<file path="src/rtl/uart_miner_ctrl.sv">
// Purpose: UART front-end for a miner; assembles block headers from RX bytes, sends ack/nonce frames on TX.
// Latency: header_valid and rx_rdy_clr one cycle after the final byte is seen; first tx_wr_en two cycles after a request is taken.
// Backpressure: one RX byte per rx_rdy/rx_rdy_clr handshake; TX paced by tx_busy, requests wait in IDLE.
module uart_miner_ctrl #(
  parameter int HEADER_BYTES   = 80,
  parameter int TIMEOUT_CYCLES = 50000000
) (
  input  logic                      clk,
  input  logic                      rst_n,
  input  logic                      rx_rdy,
  input  logic [7:0]                rx_data,
  output logic                      rx_rdy_clr,
  input  logic                      tx_busy,
  output logic [7:0]                tx_data,
  output logic                      tx_wr_en,
  input  logic                      nonce_valid,
  input  logic [31:0]               nonce,
  output logic                      nonce_ack,
  output logic [8*HEADER_BYTES-1:0] header_data,
  output logic                      header_valid,
  output logic [6:0]                rx_count,
  output logic                      tx_active
);

  localparam int HW   = 8 * HEADER_BYTES;
  localparam int TO_W = $clog2(TIMEOUT_CYCLES + 1);

  typedef enum logic [1:0] {
    S_IDLE      = 2'd0,
    S_LOAD      = 2'd1,
    S_WAIT_BUSY = 2'd2,
    S_WAIT_DONE = 2'd3
  } tx_state_t;

  // RX path state
  logic [HW-1:0]   buf_q, buf_d;
  logic [HW-1:0]   hdr_q, hdr_d;
  logic            hdr_vld_q, hdr_vld_d;
  logic [6:0]      cnt_q, cnt_d;
  logic            clr_q, clr_d;
  logic [TO_W-1:0] idle_q, idle_d;
  logic            capture;
  logic            complete;

  // TX path state
  tx_state_t       st_q, st_d;
  logic [39:0]     frame_q, frame_d;
  logic [2:0]      left_q, left_d;
  logic [7:0]      tx_data_q, tx_data_d;
  logic            wr_q, wr_d;
  logic            nack_q, nack_d;
  logic            ack_pend_q, ack_pend_d;
  logic            ack_take;

  // A byte is taken only when the previous clear pulse is not still in flight.
  assign capture = rx_rdy && !clr_q;

  // RX assembly: shift bytes in, publish full headers, drop stale partial headers.
  always_comb begin
    buf_d     = buf_q;
    hdr_d     = hdr_q;
    hdr_vld_d = 1'b0;
    cnt_d     = cnt_q;
    clr_d     = 1'b0;
    idle_d    = idle_q;
    complete  = 1'b0;
    if (capture) begin
      clr_d  = 1'b1;
      idle_d = '0;
      if (cnt_q == 7'(HEADER_BYTES - 1)) begin
        // Final byte goes straight into the published header; buffer restarts empty.
        complete  = 1'b1;
        hdr_d     = {buf_q[HW-9:0], rx_data};
        hdr_vld_d = 1'b1;
        buf_d     = '0;
        cnt_d     = '0;
      end else begin
        buf_d = {buf_q[HW-9:0], rx_data};
        cnt_d = cnt_q + 7'd1;
      end
    end else if (cnt_q != 7'd0) begin
      if (idle_q == TO_W'(TIMEOUT_CYCLES - 1)) begin
        cnt_d  = '0;
        buf_d  = '0;
        idle_d = '0;
      end else begin
        idle_d = idle_q + TO_W'(1);
      end
    end else begin
      idle_d = '0;
    end
  end

  // RX registers
  always_ff @(posedge clk or negedge rst_n) begin
    if (!rst_n) begin
      buf_q     <= '0;
      hdr_q     <= '0;
      hdr_vld_q <= 1'b0;
      cnt_q     <= '0;
      clr_q     <= 1'b0;
      idle_q    <= '0;
    end else begin
      buf_q     <= buf_d;
      hdr_q     <= hdr_d;
      hdr_vld_q <= hdr_vld_d;
      cnt_q     <= cnt_d;
      clr_q     <= clr_d;
      idle_q    <= idle_d;
    end
  end

  // TX sequencer: pick a frame in IDLE (ack first), then one write per byte paced by tx_busy.
  always_comb begin
    st_d      = st_q;
    frame_d   = frame_q;
    left_d    = left_q;
    tx_data_d = tx_data_q;
    wr_d      = 1'b0;
    nack_d    = 1'b0;
    ack_take  = 1'b0;
    case (st_q)
      S_IDLE: begin
        if (!tx_busy) begin
          if (ack_pend_q) begin
            ack_take = 1'b1;
            frame_d  = {8'h41, 32'h0};
            left_d   = 3'd1;
            st_d     = S_LOAD;
          end else if (nonce_valid) begin
            nack_d  = 1'b1;
            frame_d = {8'h4E, nonce};
            left_d  = 3'd5;
            st_d    = S_LOAD;
          end
        end
      end
      S_LOAD: begin
        // tx_data holds this byte until the next LOAD.
        tx_data_d = frame_q[39:32];
        frame_d   = {frame_q[31:0], 8'h00};
        left_d    = left_q - 3'd1;
        wr_d      = 1'b1;
        st_d      = S_WAIT_BUSY;
      end
      S_WAIT_BUSY: begin
        if (tx_busy) st_d = S_WAIT_DONE;
      end
      S_WAIT_DONE: begin
        if (!tx_busy) st_d = (left_q != 3'd0) ? S_LOAD : S_IDLE;
      end
      default: st_d = S_IDLE;
    endcase
    // A new completion always leaves an ack owed; repeated completions collapse to one.
    ack_pend_d = (ack_pend_q && !ack_take) || complete;
  end

  // TX registers
  always_ff @(posedge clk or negedge rst_n) begin
    if (!rst_n) begin
      st_q       <= S_IDLE;
      frame_q    <= '0;
      left_q     <= '0;
      tx_data_q  <= '0;
      wr_q       <= 1'b0;
      nack_q     <= 1'b0;
      ack_pend_q <= 1'b0;
    end else begin
      st_q       <= st_d;
      frame_q    <= frame_d;
      left_q     <= left_d;
      tx_data_q  <= tx_data_d;
      wr_q       <= wr_d;
      nack_q     <= nack_d;
      ack_pend_q <= ack_pend_d;
    end
  end

  assign rx_rdy_clr   = clr_q;
  assign header_data  = hdr_q;
  assign header_valid = hdr_vld_q;
  assign rx_count     = cnt_q;
  assign tx_data      = tx_data_q;
  assign tx_wr_en     = wr_q;
  assign nonce_ack    = nack_q;
  assign tx_active    = (st_q != S_IDLE);

endmodule

</file>
<file path="config.mk">
export PLATFORM = sky130hd
export DESIGN_NAME = uart_miner_ctrl
export DESIGN_NICKNAME = d
export VERILOG_FILES = /design/src/rtl/uart_miner_ctrl.sv
export SDC_FILE = /design/constraint.sdc
export NUM_CORES = 2
export LEC_CHECK = 0
export CAP_MARGIN = 25
export CORE_MARGIN = 8
export CORE_UTILIZATION = 25
export CTS_BUF_LIST = sky130_fd_sc_hd__clkbuf_4
export CTS_CLUSTER_SIZE = 25
export DETAILED_ROUTE_END_ITERATION = 10
export PLACE_DENSITY = 0.41
export SLEW_MARGIN = 40
export SYNTH_ARGS = -nofsm -noshare
export SYNTH_HDL_FRONTEND = slang
export SYNTH_SLANG_ARGS = --single-unit
</file>
<file path="constraint.sdc">
create_clock -name clk -period 5.55 [get_ports clk]
set_input_delay 0.555 -clock clk [delete_from_list [all_inputs] [get_ports clk]]
set_output_delay 0.555 -clock clk [all_outputs]
set_load 0.01 [all_outputs]
</file>
Word level (Yosys, flattened, before mapping):

Cells that the tools add are included.

* register bits after elaboration: 1363
* input bits: 45
* output and inout bits: 660
* word-level logic and storage cells: 78

* add/subtract/negate cells: 3
* eq/ne operators: 9
* mux-type cells: 37
* reduce and logical (&&, ||, !) cells: 16

Operators by type and width (count)
* 632-bit two-way mux: 4
* 40-bit two-way mux: 3
* 40-bit one-hot mux with 2 select lines: 1
* 26-bit two-way mux: 3
* 7-bit two-way mux: 4
* 26-bit by 1-bit adder with 26-bit output (second input constant): 1
* 26-bit == test (second input constant): 1
* 1-bit two-way mux: 12
* 2-bit two-way mux: 5
* 3-bit two-way mux: 3
* 2-bit one-hot mux with 4 select lines: 1
* 2-bit nonzero test: 4
* 7-bit by 1-bit adder with 7-bit output (second input constant): 1
* 7-bit == test (second input constant): 1
* 7-bit nonzero test: 1
* 2-bit inequality test (second input constant): 3
* 3-bit one-hot mux with 2 select lines: 1
* 2-bit == test (second input constant): 2
* 2-bit AND reduction: 2
* 4-bit AND reduction: 1
* 3-bit inequality test (second input constant): 1
* 3-bit AND reduction: 1
* 3-bit nonzero test: 1
* 3-bit by 1-bit subtractor with 3-bit output (second input constant): 1
* 5 further kinds: 7

Logic depth before layout (Yosys ltp):

* word-level depth: 6
* gate-level depth with buffers: 8
* depth with buffers taken out: 6

Worst setup path after synthesis:

OpenSTA, ideal clock, no wires.

* path kind: register -> register
* start point: register cnt_q[0] (netlist: rx_count[0])
* end point: register hdr_q[483] (netlist: header_data[483])
* setup time: 0.125 ns
* arrival time: 2.158 ns
* data required time: 5.425 ns
* setup slack: 3.267 ns
* cell stages (with the launch flop): 9
* buffers on the path: 3
* clock period less this slack: 2.283 ns
* path through: dfrtp_1 ha_1 and3_1 and3_1 nand2_1 buf_2 clkbuf_1 buf_2 mux2_2

* cells in the longest elaborated chain, start to end: 2

Ends and longest elaborated chain
* start: declaration: RTL line 39 `logic [6:0] cnt_q, cnt_d;`
* start signal: assignment: RTL line 107 `cnt_q <= cnt_d;`
* 7-bit == test: RTL line 70 `if (cnt_q == 7'(HEADER_BYTES - 1)) begin`
* 2-bit AND reduction (no source line)
* end signal: assignment: RTL line 105 `hdr_q <= hdr_d;`
* end: declaration: RTL line 37 `logic [HW-1:0] hdr_q, hdr_d;`

No other way between the ends.
A chain may end at the register's enable or synchronous reset.

Worst setup path after layout:

* start point: register st_q[0]
* end point: output port tx_active

* cells in the longest elaborated chain, start to end: 1

Ends and longest elaborated chain
* start: declaration: RTL line 46 `tx_state_t st_q, st_d;`
* start signal: assignment: RTL line 169 `st_q <= st_d;`
* 2-bit nonzero test: RTL line 186 `assign tx_active = (st_q != S_IDLE);`
* end: declaration: RTL line 22 `output logic tx_active`

No other way between the ends.

==> run metrics <==
leak pwr approximately 0.031 uW; clock sinks around 1400; core area about 200000 um2; WL/cell 22.2 um; met3 capacity usage during global routing under 10%; DIE AREA between 200000 and 250000 um2; Max clock buf depth 4; Final Hold Fails 0; multi-input logic area about 15000 um2; DRT iter0 DRCs roughly 1600; die span in y between 400 and 500 um; RSZ-0062 raised after global routing false; critical-path maximum fanout 6; NumNets Final 4231; overall power 22100 uW; sequential cell area 34100 um2; Final GP Congestion about 0.73; Post-synth EDFFs 0; final instance area 65400 um2; Setup CP Type reg2out; Post-synth top flop dfrtp_1; syn_nets around 3200; initial antenna violation count 3; max-capacitance violation count 0; Final Skew 99.4 ps; Post-Route Setup TNS 0 ps; FF+latch count, synth 1363; global route overflow 0; CP Capture Type output port; FMAX 297 MHz; drt total wl 158000 um; via/cell ratio between 4 and 5; io pins roughly 710; async set or reset register ratio after synthesis 100%; count of unique library cells instantiated by Yosys between 40 and 50; crit share post-route between 60% and 70%; worst vdd ir ~160 uV; final antenna-violating net count 0; Mapped Avg Cell Area around 16 um2; register area share after synthesis ~70%; Slew Limit Fails 0; final worst slack 2190 ps; Reg clk slew, reported paths 60 ps; Via Count between 30000 and 40000; Synth Instances about 3200; layout cell share with drive strength beyond 1 between 30 and 40%; dpl ws between 1500 and 2000 ps; CP required approximately 5000 ps; Pwr per Cell Area ~340 nW/um2; Inserted Clock Buffers between 400 and 500; Worst-Margin Slew a little under 900 ps; DRT Pass-1 Iters 5; CTS tree yes; GRT Util Overall about 14%; Worst Path Arrival ~2800 ps; Initial Utilization between 20% and 30%; clk_lat worst skew 1350 ps; Final min period between 3000 and 4000 ps; Max-slew headroom roughly 41%; drt drc 0; IO buf count 704; largest net degree at the start of global routing between 150 and 200; Yosys Warn Count 0; post-CTS setup buffers 0; placed inst area between 60000 and 70000 um2; met1 Use GR around 18%; Final setup violation count 0; fillers roughly 20000; met2 Use GR between 20% and 30%; die width roughly 460 um; vias in the first global route around 34000; first-pass GRT wire length 238000 um; # rows around 160; status finished clean; # H-tree levels 5; grt peak-use layer met2; Layout area overhead 31.1%; utilization after layout around a third; Hold Crit Class in2reg; DPL Wire Length between 100000 and 150000 um; CP Launch Type register; CTS root buf clkbuf_4; synthesized area roughly 50000 um2
-- Yosys cell counts, types with 15 or more instances --
library cell,count,share of area (%)
a22o_1,636,11
buf_6,31,0.70
a21oi_1,20,0.20
nand2_1,66,0.50
clkbuf_1,110,0.83
dfrtp_1,1363,68
inv_1,15,0.11
nor2_1,27,0.20
a22oi_1,25,0.38
buf_2,80,0.80
mux2_2,651,15
o21ai_0,49,0.49
-- per-layer routing --
layer  vias to the layer above  wire (um)
met4                         0       3700
met1                     16300      67400
li1                      14100          -
met5                         -          0
met2                       882      72700
met3                       274      13700
-- final cells by class --
class,count,area share (%)
antenna,10,0.0382
tap,2656,5.08
multi-input combinational,1574,22.3
clock buffer,600,6.88
sequential,1363,52.1
clock inverter,69,0.507
timing repair buffer,817,13.0
inverter,17,0.0975
-- through the flow --
stage,cells,hold WS (ps)
2_1_floorplan,3184,259
3_3_place_gp,6378,445
3_5_place_dp,6379,463
4_1_cts,7095,105
5_1_grt,7106,164
6_report,7106,361
-- critical path: stages (launching register included) --
cell	delay [ps]
dfrtp_1	410
inv_1	100
ha_1	280
inv_1	130
clkdlybuf4s50_1	580
-- sequential cells by signal, indices dropped and copies added, names as in the netlist, 2 cells and up --
signal / cells
tx_data: 8
buf_q: 632
left_q: 3
rx_count: 7
st_q: 2
idle_q: 26
header_data: 640
frame_q: 40
-- report_power, final --
part | total, uW | leakage [uW] | switching (uW) | internal [uW]
logic | 1860 | 0.00971 | 1090 | 768
registers | 10900 | 0.0189 | 455 | 10500
clock network | 9310 | 0.00292 | 4350 | 4960
-- cell usage in the layout (no fill, tap or decap), drive strengths merged, types with 27 or more instances in the layout --
| cell | count |
|---|---|
| mux2 | 651 |
| clkdlybuf4s50 | 703 |
| clkinv | 64 |
| clkbuf | 600 |
| o21ai | 49 |
| dfrtp | 1363 |
| a22o | 636 |
| nand2 | 66 |
| dlygate4sd3 | 46 |
| nor2 | 27 |
| buf | 68 |
-- final timing paths --
check                      slack (ps)       start         endpoint  cells past startpoint
max                              2190     st_q[0]        tx_active                      4
min reg2reg                       450   buf_q[47]        buf_q[55]                      1
min in group asynchronous         570       rst_n      frame_q[26]                      4
max in group asynchronous        3930       rst_n       buf_q[306]                      5
min                               360    nonce[1]       frame_q[1]                      4
max reg2reg                      2560  rx_rdy_clr  header_data[12]                      5
-- cells by family after synthesis --
logic type,Yosys count,share of synthesized area (%)
xor gates and xnor gates,11,0.193
muxes,653,14.7
adders and majority gates,9,0.226
AOI/OAI and AO/OA,750,12.5
and+or+nand+nor,151,1.49
buffers and inverters,247,2.53
DFF,1363,68.3
-- what timing repair did --
action	in CTS	in global routing
endpoints found under the hold margin	1296	0
hold buffers	47	0
resized for setup	0	0
No activity file was read; power rests on OpenSTA's default activity.
